File: src/rtl/fifo_arb_pkg.sv
// Shared types and default sizing for the FIFO write-port round-robin arbiter.
package fifo_arb_pkg;

    typedef enum logic {
        IDLE = 1'b0,
        LOCK = 1'b1
    } state_t;

    localparam int unsigned NREQ_DEFAULT      = 4;
    localparam int unsigned BURST_MAX_DEFAULT = 8;

endpackage

File: src/rtl/fifo_wr_rr_arb_rr_pick.sv
// Combinational round-robin picker: first requester strictly after rr_ptr, circularly.
module rr_pick
    import fifo_arb_pkg::*;
#(
    parameter int unsigned NREQ = NREQ_DEFAULT,
    parameter int unsigned ID_W = $clog2(NREQ)
) (
    input  logic [NREQ-1:0] req,
    input  logic [ID_W-1:0] rr_ptr,
    output logic            any_req,
    output logic [ID_W-1:0] pick
);

    logic [NREQ-1:0] rot;
    logic [ID_W-1:0] start;
    logic [ID_W-1:0] offset;

    // Rotate so the search start lands on bit 0, priority-encode, then rotate back.
    always_comb begin
        start  = (rr_ptr == ID_W'(NREQ - 1)) ? '0 : rr_ptr + ID_W'(1);
        rot    = '0;
        offset = '0;
        for (int i = 0; i < int'(NREQ); i++) begin
            rot[i] = req[ID_W'((32'(start) + 32'(i)) % NREQ)];
        end
        for (int i = int'(NREQ) - 1; i >= 0; i--) begin
            if (rot[i]) begin
                offset = ID_W'(i);
            end
        end
        any_req = |req;
        pick    = ID_W'((32'(start) + 32'(offset)) % NREQ);
    end

endmodule

File: src/rtl/fifo_wr_rr_arb.sv
// Round-robin arbiter sharing one FIFO write port between NREQ packet producers.
// A grant is held for a whole packet or at most BURST_MAX beats, then priority rotates.
module fifo_wr_rr_arb
    import fifo_arb_pkg::*;
#(
    parameter int unsigned DATA_W    = 4,
    parameter int unsigned NREQ      = NREQ_DEFAULT,
    parameter int unsigned BURST_MAX = BURST_MAX_DEFAULT,
    parameter int unsigned ID_W      = $clog2(NREQ),
    parameter int unsigned CNT_W     = $clog2(BURST_MAX + 1)
) (
    input  logic                   clk,
    input  logic                   rst,
    input  logic [NREQ-1:0]        i_req_valid,
    input  logic [NREQ*DATA_W-1:0] i_req_data,
    input  logic [NREQ-1:0]        i_req_last,
    output logic [NREQ-1:0]        o_req_ready,
    output logic                   o_fifo_wren,
    output logic [DATA_W-1:0]      o_fifo_wrdata,
    input  logic                   i_fifo_full,
    output logic [ID_W-1:0]        o_grant_id,
    output logic                   o_busy
);

    state_t            state;
    state_t            state_nxt;
    logic [ID_W-1:0]   rr_ptr;
    logic [ID_W-1:0]   grant_id;
    logic [CNT_W-1:0]  beat_cnt;
    logic [ID_W-1:0]   pick;
    logic              any_req;
    logic              beat;
    logic              rel;
    logic [DATA_W-1:0] chan_data [NREQ];

    rr_pick #(
        .NREQ (NREQ),
        .ID_W (ID_W)
    ) u_pick (
        .req     (i_req_valid),
        .rr_ptr  (rr_ptr),
        .any_req (any_req),
        .pick    (pick)
    );

    // Beat qualification and release condition for the granted producer.
    always_comb begin
        for (int k = 0; k < int'(NREQ); k++) begin
            chan_data[k] = i_req_data[k*DATA_W +: DATA_W];
        end
        beat = (state == LOCK) && i_req_valid[grant_id] && !i_fifo_full;
        rel  = beat && (i_req_last[grant_id] ||
                        ((beat_cnt + CNT_W'(1)) == CNT_W'(BURST_MAX)));
    end

    // State register.
    always_ff @(posedge clk or posedge rst) begin
        if (rst) begin
            state <= IDLE;
        end else begin
            state <= state_nxt;
        end
    end

    // Next-state: IDLE grants on any request, LOCK releases on last beat or burst cap.
    always_comb begin
        state_nxt = state;
        case (state)
            IDLE:    if (any_req) state_nxt = LOCK;
            LOCK:    if (rel)     state_nxt = IDLE;
            default: state_nxt = IDLE;
        endcase
    end

    // Outputs: ready/wren straight from the grant and full flag, data from the granted lane.
    always_comb begin
        o_req_ready   = '0;
        o_fifo_wren   = 1'b0;
        o_fifo_wrdata = chan_data[grant_id];
        if (state == LOCK) begin
            o_req_ready[grant_id] = !i_fifo_full;
            o_fifo_wren           = beat;
        end
    end

    assign o_busy     = (state == LOCK);
    assign o_grant_id = grant_id;

    // Grant index, beat counter and round-robin pointer.
    always_ff @(posedge clk or posedge rst) begin
        if (rst) begin
            rr_ptr   <= ID_W'(NREQ - 1);
            grant_id <= '0;
            beat_cnt <= '0;
        end else if ((state == IDLE) && any_req) begin
            grant_id <= pick;
            beat_cnt <= '0;
        end else if (beat) begin
            beat_cnt <= beat_cnt + CNT_W'(1);
            if (rel) begin
                rr_ptr <= grant_id;
            end
        end
    end

endmodule

File: config.mk
export PLATFORM = sky130hd
export DESIGN_NAME = fifo_wr_rr_arb
export DESIGN_NICKNAME = d
export VERILOG_FILES = /design/src/rtl/fifo_arb_pkg.sv /design/src/rtl/fifo_wr_rr_arb_rr_pick.sv /design/src/rtl/fifo_wr_rr_arb.sv
export SDC_FILE = /design/constraint.sdc
export NUM_CORES = 1
export LEC_CHECK = 0
export ABC_AREA = 1
export ABC_CLOCK_PERIOD_IN_PS = 1800
export CORE_MARGIN = 8
export CORE_UTILIZATION = 40
export CTS_CLUSTER_SIZE = 28
export DETAILED_ROUTE_END_ITERATION = 6
export HOLD_SLACK_MARGIN = 0.02
export PLACE_DENSITY_LB_ADDON = 0.15
export SLEW_MARGIN = 20
export SYNTH_ARGS = -nofsm -noshare
export SYNTH_HDL_FRONTEND = slang
export SYNTH_HIERARCHICAL = 1
export SYNTH_SLANG_ARGS = --single-unit
File: constraint.sdc
create_clock -name clk -period 1.8 [get_ports clk]
set_clock_uncertainty 0.15 [all_clocks]
set_input_delay 0.27 -clock clk [delete_from_list [all_inputs] [get_ports clk]]
set_output_delay 0.27 -clock clk [all_outputs]
set_load 0.05 [all_outputs]
### Word-level counts from Yosys, hierarchy flattened

Cells that the tools add are included.

| storage, ports and cells | value |
|---|---|
| flip-flop bits (word level) | 9 |
| bits of input ports | 27 |
| output and inout bits | 12 |
| word-level logic and storage cells | 62 |

| operators by class | value |
|---|---|
| add/subtract/negate cells | 6 |
| order comparisons | 7 |
| eq/ne operators | 2 |
| multiplexer cells | 29 |
| bitwise logic cells | 4 |
| reductions and logical operators | 10 |

Operator list:

| cell | count |
|---|---|
| two-way mux 4 bit | 5 |
| less-than comparator 2 x 3 -> 1 bit, second input constant | 5 |
| binary-select mux 1 bit (select 2 bit) | 6 |
| two-way mux 1 bit | 10 |
| two-way mux 2 bit | 5 |
| binary-select mux 4 bit (select 2 bit) | 1 |
| logical AND 1 bit | 5 |
| adder 2 x 1 -> 2 bit, second input constant | 2 |
| adder 2 bit, second input constant | 2 |
| adder 4 x 1 -> 4 bit, second input constant | 1 |
| AND 4 bit | 1 |
| equality test 4 bit, second input constant | 1 |
| OR reduction 4 bit | 1 |
| greater-or-equal comparator 3 bit, second input constant | 1 |
| inverter 2 -> 3 bit | 1 |
| AND reduction 3 bit | 1 |
| adder 2 bit | 1 |
| demux 1 bit (select 2 bit) | 1 |
| equality test 2 bit, second input constant | 1 |
| greater-or-equal comparator 2 x 1 -> 1 bit, second input constant | 1 |
| inverter 1 bit | 2 |
| one-hot mux 1 bit (2 select lines) | 1 |
| nonzero test 2 bit | 1 |
| logical NOT 1 bit | 1 |
| logical OR 1 bit | 1 |

### Logic depth before layout (Yosys ltp)

Gate-level depths: netlist of the first run.

| depth | value |
|---|---|
| depth in word-level cells | 10 |
| depth in mapped cells | 15 |
| mapped depth without buffers | 15 |

### Cells and area by module

Netlist of the first run, hierarchy kept.

Modules (own cells, without submodules):

| module | times used | cells an instance | area each (um^2) | sequential area each (um^2) |
|---|---|---|---|---|
| fifo_wr_rr_arb | 1 | 93 | 705.7 | 227.7 |
| rr_pick | 1 | 70 | 330.3 | 0.0 |

### Worst setup path before layout of the first run

No wires, ideal clock.

| path | value |
|---|---|
| path kind | flip-flop to output port |
| from | register state (netlist: o_busy) |
| to | output o_req_ready[0] |
| arrival time | 2.100 ns |
| required time | 1.380 ns |
| setup slack | -0.720 ns |
| stages on the path, launching flop included | 5 |
| path buffers | 0 |
| path through | dfrtp_1 -> inv_1 -> nor2_1 -> inv_1 -> nor3_1 |

| on the way | value |
|---|---|
| cells in the longest elaborated chain, start to end | 1 |

Ends and longest elaborated chain:

| item | RTL line | source |
|---|---|---|
| from (decl) | fifo_wr_rr_arb.sv:25 | `state_t state;` |
| from (signal assigned) | fifo_wr_rr_arb.sv:61 | `state <= state_nxt;` |
| two-way mux 4 bit | fifo_wr_rr_arb.sv:80 | `if (state == LOCK) begin` |
| to (decl) | fifo_wr_rr_arb.sv:17 | `output logic [NREQ-1:0] o_req_ready,` |

Every way passes these cells.

### Worst setup path after layout of the first run

| path | value |
|---|---|
| from | register rr_ptr[1] |
| to | register grant_id[1] (netlist: o_grant_id[1]) |

| on the way | value |
|---|---|
| cells in the longest elaborated chain, start to end | 10 |
| elaborated cells between the ends (all ways) | 19 |
| those cells by class | 5 x add/sub; 1 x eq/ne; 13 x mux |

Ends and longest elaborated chain:

| item | RTL line | source |
|---|---|---|
| from (decl) | fifo_wr_rr_arb.sv:27 | `logic [ID_W-1:0] rr_ptr;` |
| from (signal assigned) | fifo_wr_rr_arb.sv:92 | `rr_ptr <= ID_W'(NREQ - 1);` |
| from (signal assigned) | fifo_wr_rr_arb.sv:101 | `rr_ptr <= grant_id;` |
| adder 2 x 1 -> 2 bit / equality test 2 bit (equally long branches) | fifo_wr_rr_arb_rr_pick.sv:20 | `start = (rr_ptr == ID_W'(NREQ - 1)) ? '0 : rr_ptr + ID_W'(1);` |
| two-way mux 2 bit * | fifo_wr_rr_arb_rr_pick.sv:20 |  |
| adder 2 bit | fifo_wr_rr_arb_rr_pick.sv:24 | `rot[i] = req[ID_W'((32'(start) + 32'(i)) % NREQ)];` |
| binary-select mux 1 bit (select 2 bit) | fifo_wr_rr_arb_rr_pick.sv:24 |  |
| two-way mux 1 bit (implied by the code) | fifo_wr_rr_arb_rr_pick.sv:24 |  |
| two-way mux 2 bit (4 in series) | fifo_wr_rr_arb_rr_pick.sv:27 | `if (rot[i]) begin` |
| adder 2 bit * | fifo_wr_rr_arb_rr_pick.sv:32 | `pick = ID_W'((32'(start) + 32'(offset)) % NREQ);` |
| via pick[1] | fifo_wr_rr_arb.sv:30 | `logic [ID_W-1:0] pick;` |
| to (signal assigned) | fifo_wr_rr_arb.sv:96 | `grant_id <= pick;` |
| to (decl) | fifo_wr_rr_arb.sv:28 | `logic [ID_W-1:0] grant_id;` |

The timed path passes the listed nets; every way through them passes the cells marked *. The select of a mux whose other input is x is not followed.
A chain may end at the register's enable or synchronous reset.

==> results of run 1 <==
what timing repair did:
| item | 4_1_cts | 5_1_grt |
|---|---|---|
| pin swaps | 10 | 17 |
| setup endpoints to repair | 11 | 12 |
| resized for setup | 9 | 39 |
| hold endpoints to repair | 0 | 0 |
| buffers inserted | 8 | 8 |
layout make-up:
cell class | count | share of cell area
Clock buffer | 4 | 0.0125
Inverter | 17 | 0.0388
Multi-Input combinational cell | 133 | 0.441
Sequential cell | 9 | 0.110
Tap cell | 30 | 0.0179
Timing Repair Buffer | 69 | 0.379
cells in the final DEF, fill, tap and decap left out, types with 2 or more instances in the layout:
| cell | count |
|---|---|
| nand2_1 | 41 |
| clkdlybuf4s50_1 | 26 |
| nand2_2 | 24 |
| buf_4 | 20 |
| nand3_1 | 17 |
| nand3_2 | 15 |
| buf_12 | 14 |
| inv_1 | 9 |
| buf_6 | 8 |
| nor2_4 | 6 |
| nand2_4 | 5 |
| nor2_1 | 4 |
| nor3_4 | 4 |
| a22oi_2 | 4 |
| dfrtp_1 | 4 |
| a21oi_1 | 3 |
| clkbuf_4 | 3 |
| dfrtp_2 | 3 |
| inv_2 | 3 |
| nand4_1 | 2 |
| dfstp_2 | 2 |
power by group through the flow:
stage                     clock network, mW  logic [mW]  registers [mW]
final                                 0.162        3.90           0.411
after global placement                    0        2.95           0.426
after global routing                  0.183        4.13           0.420
after detailed placement                  0        3.00           0.435
after CTS                             0.171        3.28           0.406
after floorplan                           0        1.94           0.486
critical path: stages (launching register included):
cell and delay (ns):
dfstp_2 0.56, ha_4 0.17, inv_2 0.05, nand2_4 0.10, nand2_2 0.08, nand2_2 0.12
nand2_1 0.09, nand2_2 0.08, nand2_1 0.08, nand2_2 0.09, nand3_2 0.09, clkinv_2 0.06
nand2_1 0.04, nand2_1 0.05, nor2_1 0.03, a21oi_1 0.12
cell families after synthesis:
| kind of cell | count (synthesis) | synth area share |
|---|---|---|
| AOI/OAI and AO/OA | 9 | 0.0568 |
| DFF | 9 | 0.220 |
| adders and majority gates | 2 | 0.0242 |
| xor gates and xnor gates | 1 | 0.00846 |
| buffers and inverters | 21 | 0.0894 |
| and+or+nand+nor | 121 | 0.601 |
stage by stage:
stage	cells	setup TNS (ns)	setup WS (ns)	hold WS, ns	cell area (um^2)
final	262	-0.747	-0.243	0.106	2100
after global routing	262	-1.45	-0.356	0.125	2100
after CTS	254	-0.538	-0.0799	0.110	1880
after detailed placement	242	-0.605	-0.114	0.337	1750
after global placement	242	-0.431	-0.0929	0.329	1750
after floorplan	163	-0.0393	-0.0247	-0.0537	1140
final timing paths:
path                                             end  depth (start not counted)
setup / recovery           o_grant_id[1]$_DFFE_PP0P_                         15
hold / removal             o_grant_id[1]$_DFFE_PP0P_                          2
setup reg to reg           o_grant_id[1]$_DFFE_PP0P_                         15
hold reg to reg                rr_ptr[1]$_DFFE_PP1P_                          2
max in group asynchronous      rr_ptr[0]$_DFFE_PP1P_                          2
min in group clk               rr_ptr[1]$_DFFE_PP1P_                          2
per-layer routing:
| layer | routed length (um) | GRT usage | vias up |
|---|---|---|---|
| met1 | 1850 | 0.203 | 671 |
| met3 | 417 | 0.0403 | 7 |
| met5 | 0 | 0 | - |
| li1 | - | - | 665 |
| met4 | 58 | 0.0679 | 0 |
| met2 | 2250 | 0.241 | 64 |
flip-flops by register name, indices dropped and copies added (netlist names):
register and cells:
beat_cnt 4, o_grant_id 2, rr_ptr 2, o_busy 1
==> key figures, run 1 <==
STA
  – Final hold vios: 0
  – Max_slew headroom: 0.776
  – Final min period: 2.04 ns
  – Fmax: 489 MHz
  – Worst Tran Pin Value: 0.335 ns
  – RSZ-0062 raised after global routing: yes
  – Final setup fails: 11
  – Worst Slack Setup Final: -0.243 ns
  – Final Max Tran Viols: 0
  – Final period utilization: 1.14

Power
  – Sequential share of power: 0.092
  – Cell Int Power: 2.09 mW
  – Sw Share: 0.533
  – Lkg Pwr: 1.01 nW
  – Power Total: 4.48 mW
  – Pwr per Cell Area: 2130 nW/um^2
  – Clock power frac: 0.036
  – Worst vdd ir: 0.00164 V
  – Switch Pwr: 2.38 mW
  – Combinational power share: 0.872

GRT
  – Largest net degree at the start of global routing: 12
  – Grt total ovfl: 0
  – First-pass GRT wire length: 5580 um
  – GRT Util Overall: 0.158
  – Antenna violations before repair: 0
  – Number of global-route vias before repair: 1243

Synthesis
  – Flops & latches, synth: 9
  – Synth Cell Area: 1040 um^2
  – Post-synth top area share: 0.203
  – Count leader, synth: nand2_1
  – Cells after Synth: 163
  – Synth area leaders: nand2_1, dfrtp_1, nand3_1, nand2_2, dfstp_2
  – Yosys warning count: 6
  – Fraction of registers with async set/reset: 1.00
  – Synth Area per Inst: 6.36 um^2
  – Seq/Total Area, Yosys: 0.220
  – Mapped Nets: 192
  – Post-synth EDFFs: 0
  – Top cells by count, synth: nand2_1, nand3_1, inv_1
  – Synth Flop Type: dfrtp_1
  – Netlist cell types: 27
  – Leading area contributor after synthesis: nand2_1

Floorplanning
  – Rows: 18
  – Starting Density: 0.418
  – Die span in y: 66.9 um
  – Core Footprint: 2480 um^2
  – I/O pins: 39
  – Die area: 4470 um^2
  – Die Span X: 66.9 um

Flow run
  – Max cap viols: 0

Finish
  – Register area: 231 um^2
  – Area growth syn-to-layout: 103%
  – Multi-input logic area: 926 um^2
  – Antenna fix cells: 0
  – Layout cells sized above 1: 0.522
  – Finished Core Util: 0.847
  – Filler cell count: 126
  – Post-layout nets: 262

Route
  – Drt first pass iters: 4
  – ANT nets after route: 0
  – Vias per std cell: 5.37
  – Wire per inst: 17.5 um
  – DRC Markers: 0
  – WL final: 4580 um
  – DR vias: 1407
  – Starting DRT DRC Count: 186

CTS
  – Root Driver: clkbuf_4
  – Max clock buf depth: 2
  – CTS Sinks: 9
  – CTS tree: built
  – Clk_lat worst skew: 0.27 ns
  – CTS buffer count: 3
  – Reg clk slew, reported paths: 0.06 ns
  – Cts hold-fix bufs: 0
  – Htree depth: 1

Status
  – Outcome: complete, but fails checks
  – Failing checks: setup timing

Hold path
  – Tightest Hold Check Type: in -> async

Worst setup path
  – Worst setup SP type: flop
  – Worst endpoint required time: 1.84 ns
  – WS Path Type: reg -> reg
  – R2R Setup Slk: -0.24 ns
  – Crit path arrival time: 2.09 ns
  – Worst Path Max Fanout: 7
  – Critical Path Source: rr_ptr[1]$_DFFE_PP1P_
  – Worst Setup End Kind: flop
  – Reg-to-reg critical path startpoint: rr_ptr[1]$_DFFE_PP1P_

Placed design
  – Placer Congestion: 0.891
  – Port Buf Inserts: 38
  – Post-DP HPWL: 2680 um
(Power assumes the default switching activity.)
==> run 2: changes to the inputs <==
GPL_TIMING_DRIVEN = 1   (was unset)
==> results of run 2 <==
No change in the layout: final DEF, timing and power equal those of run 1.
==> run 3: changes to the inputs <==
SLEW_MARGIN = 5   (was 20)
==> results of run 3 <==
No change in the layout: final DEF, timing and power equal those of run 1.
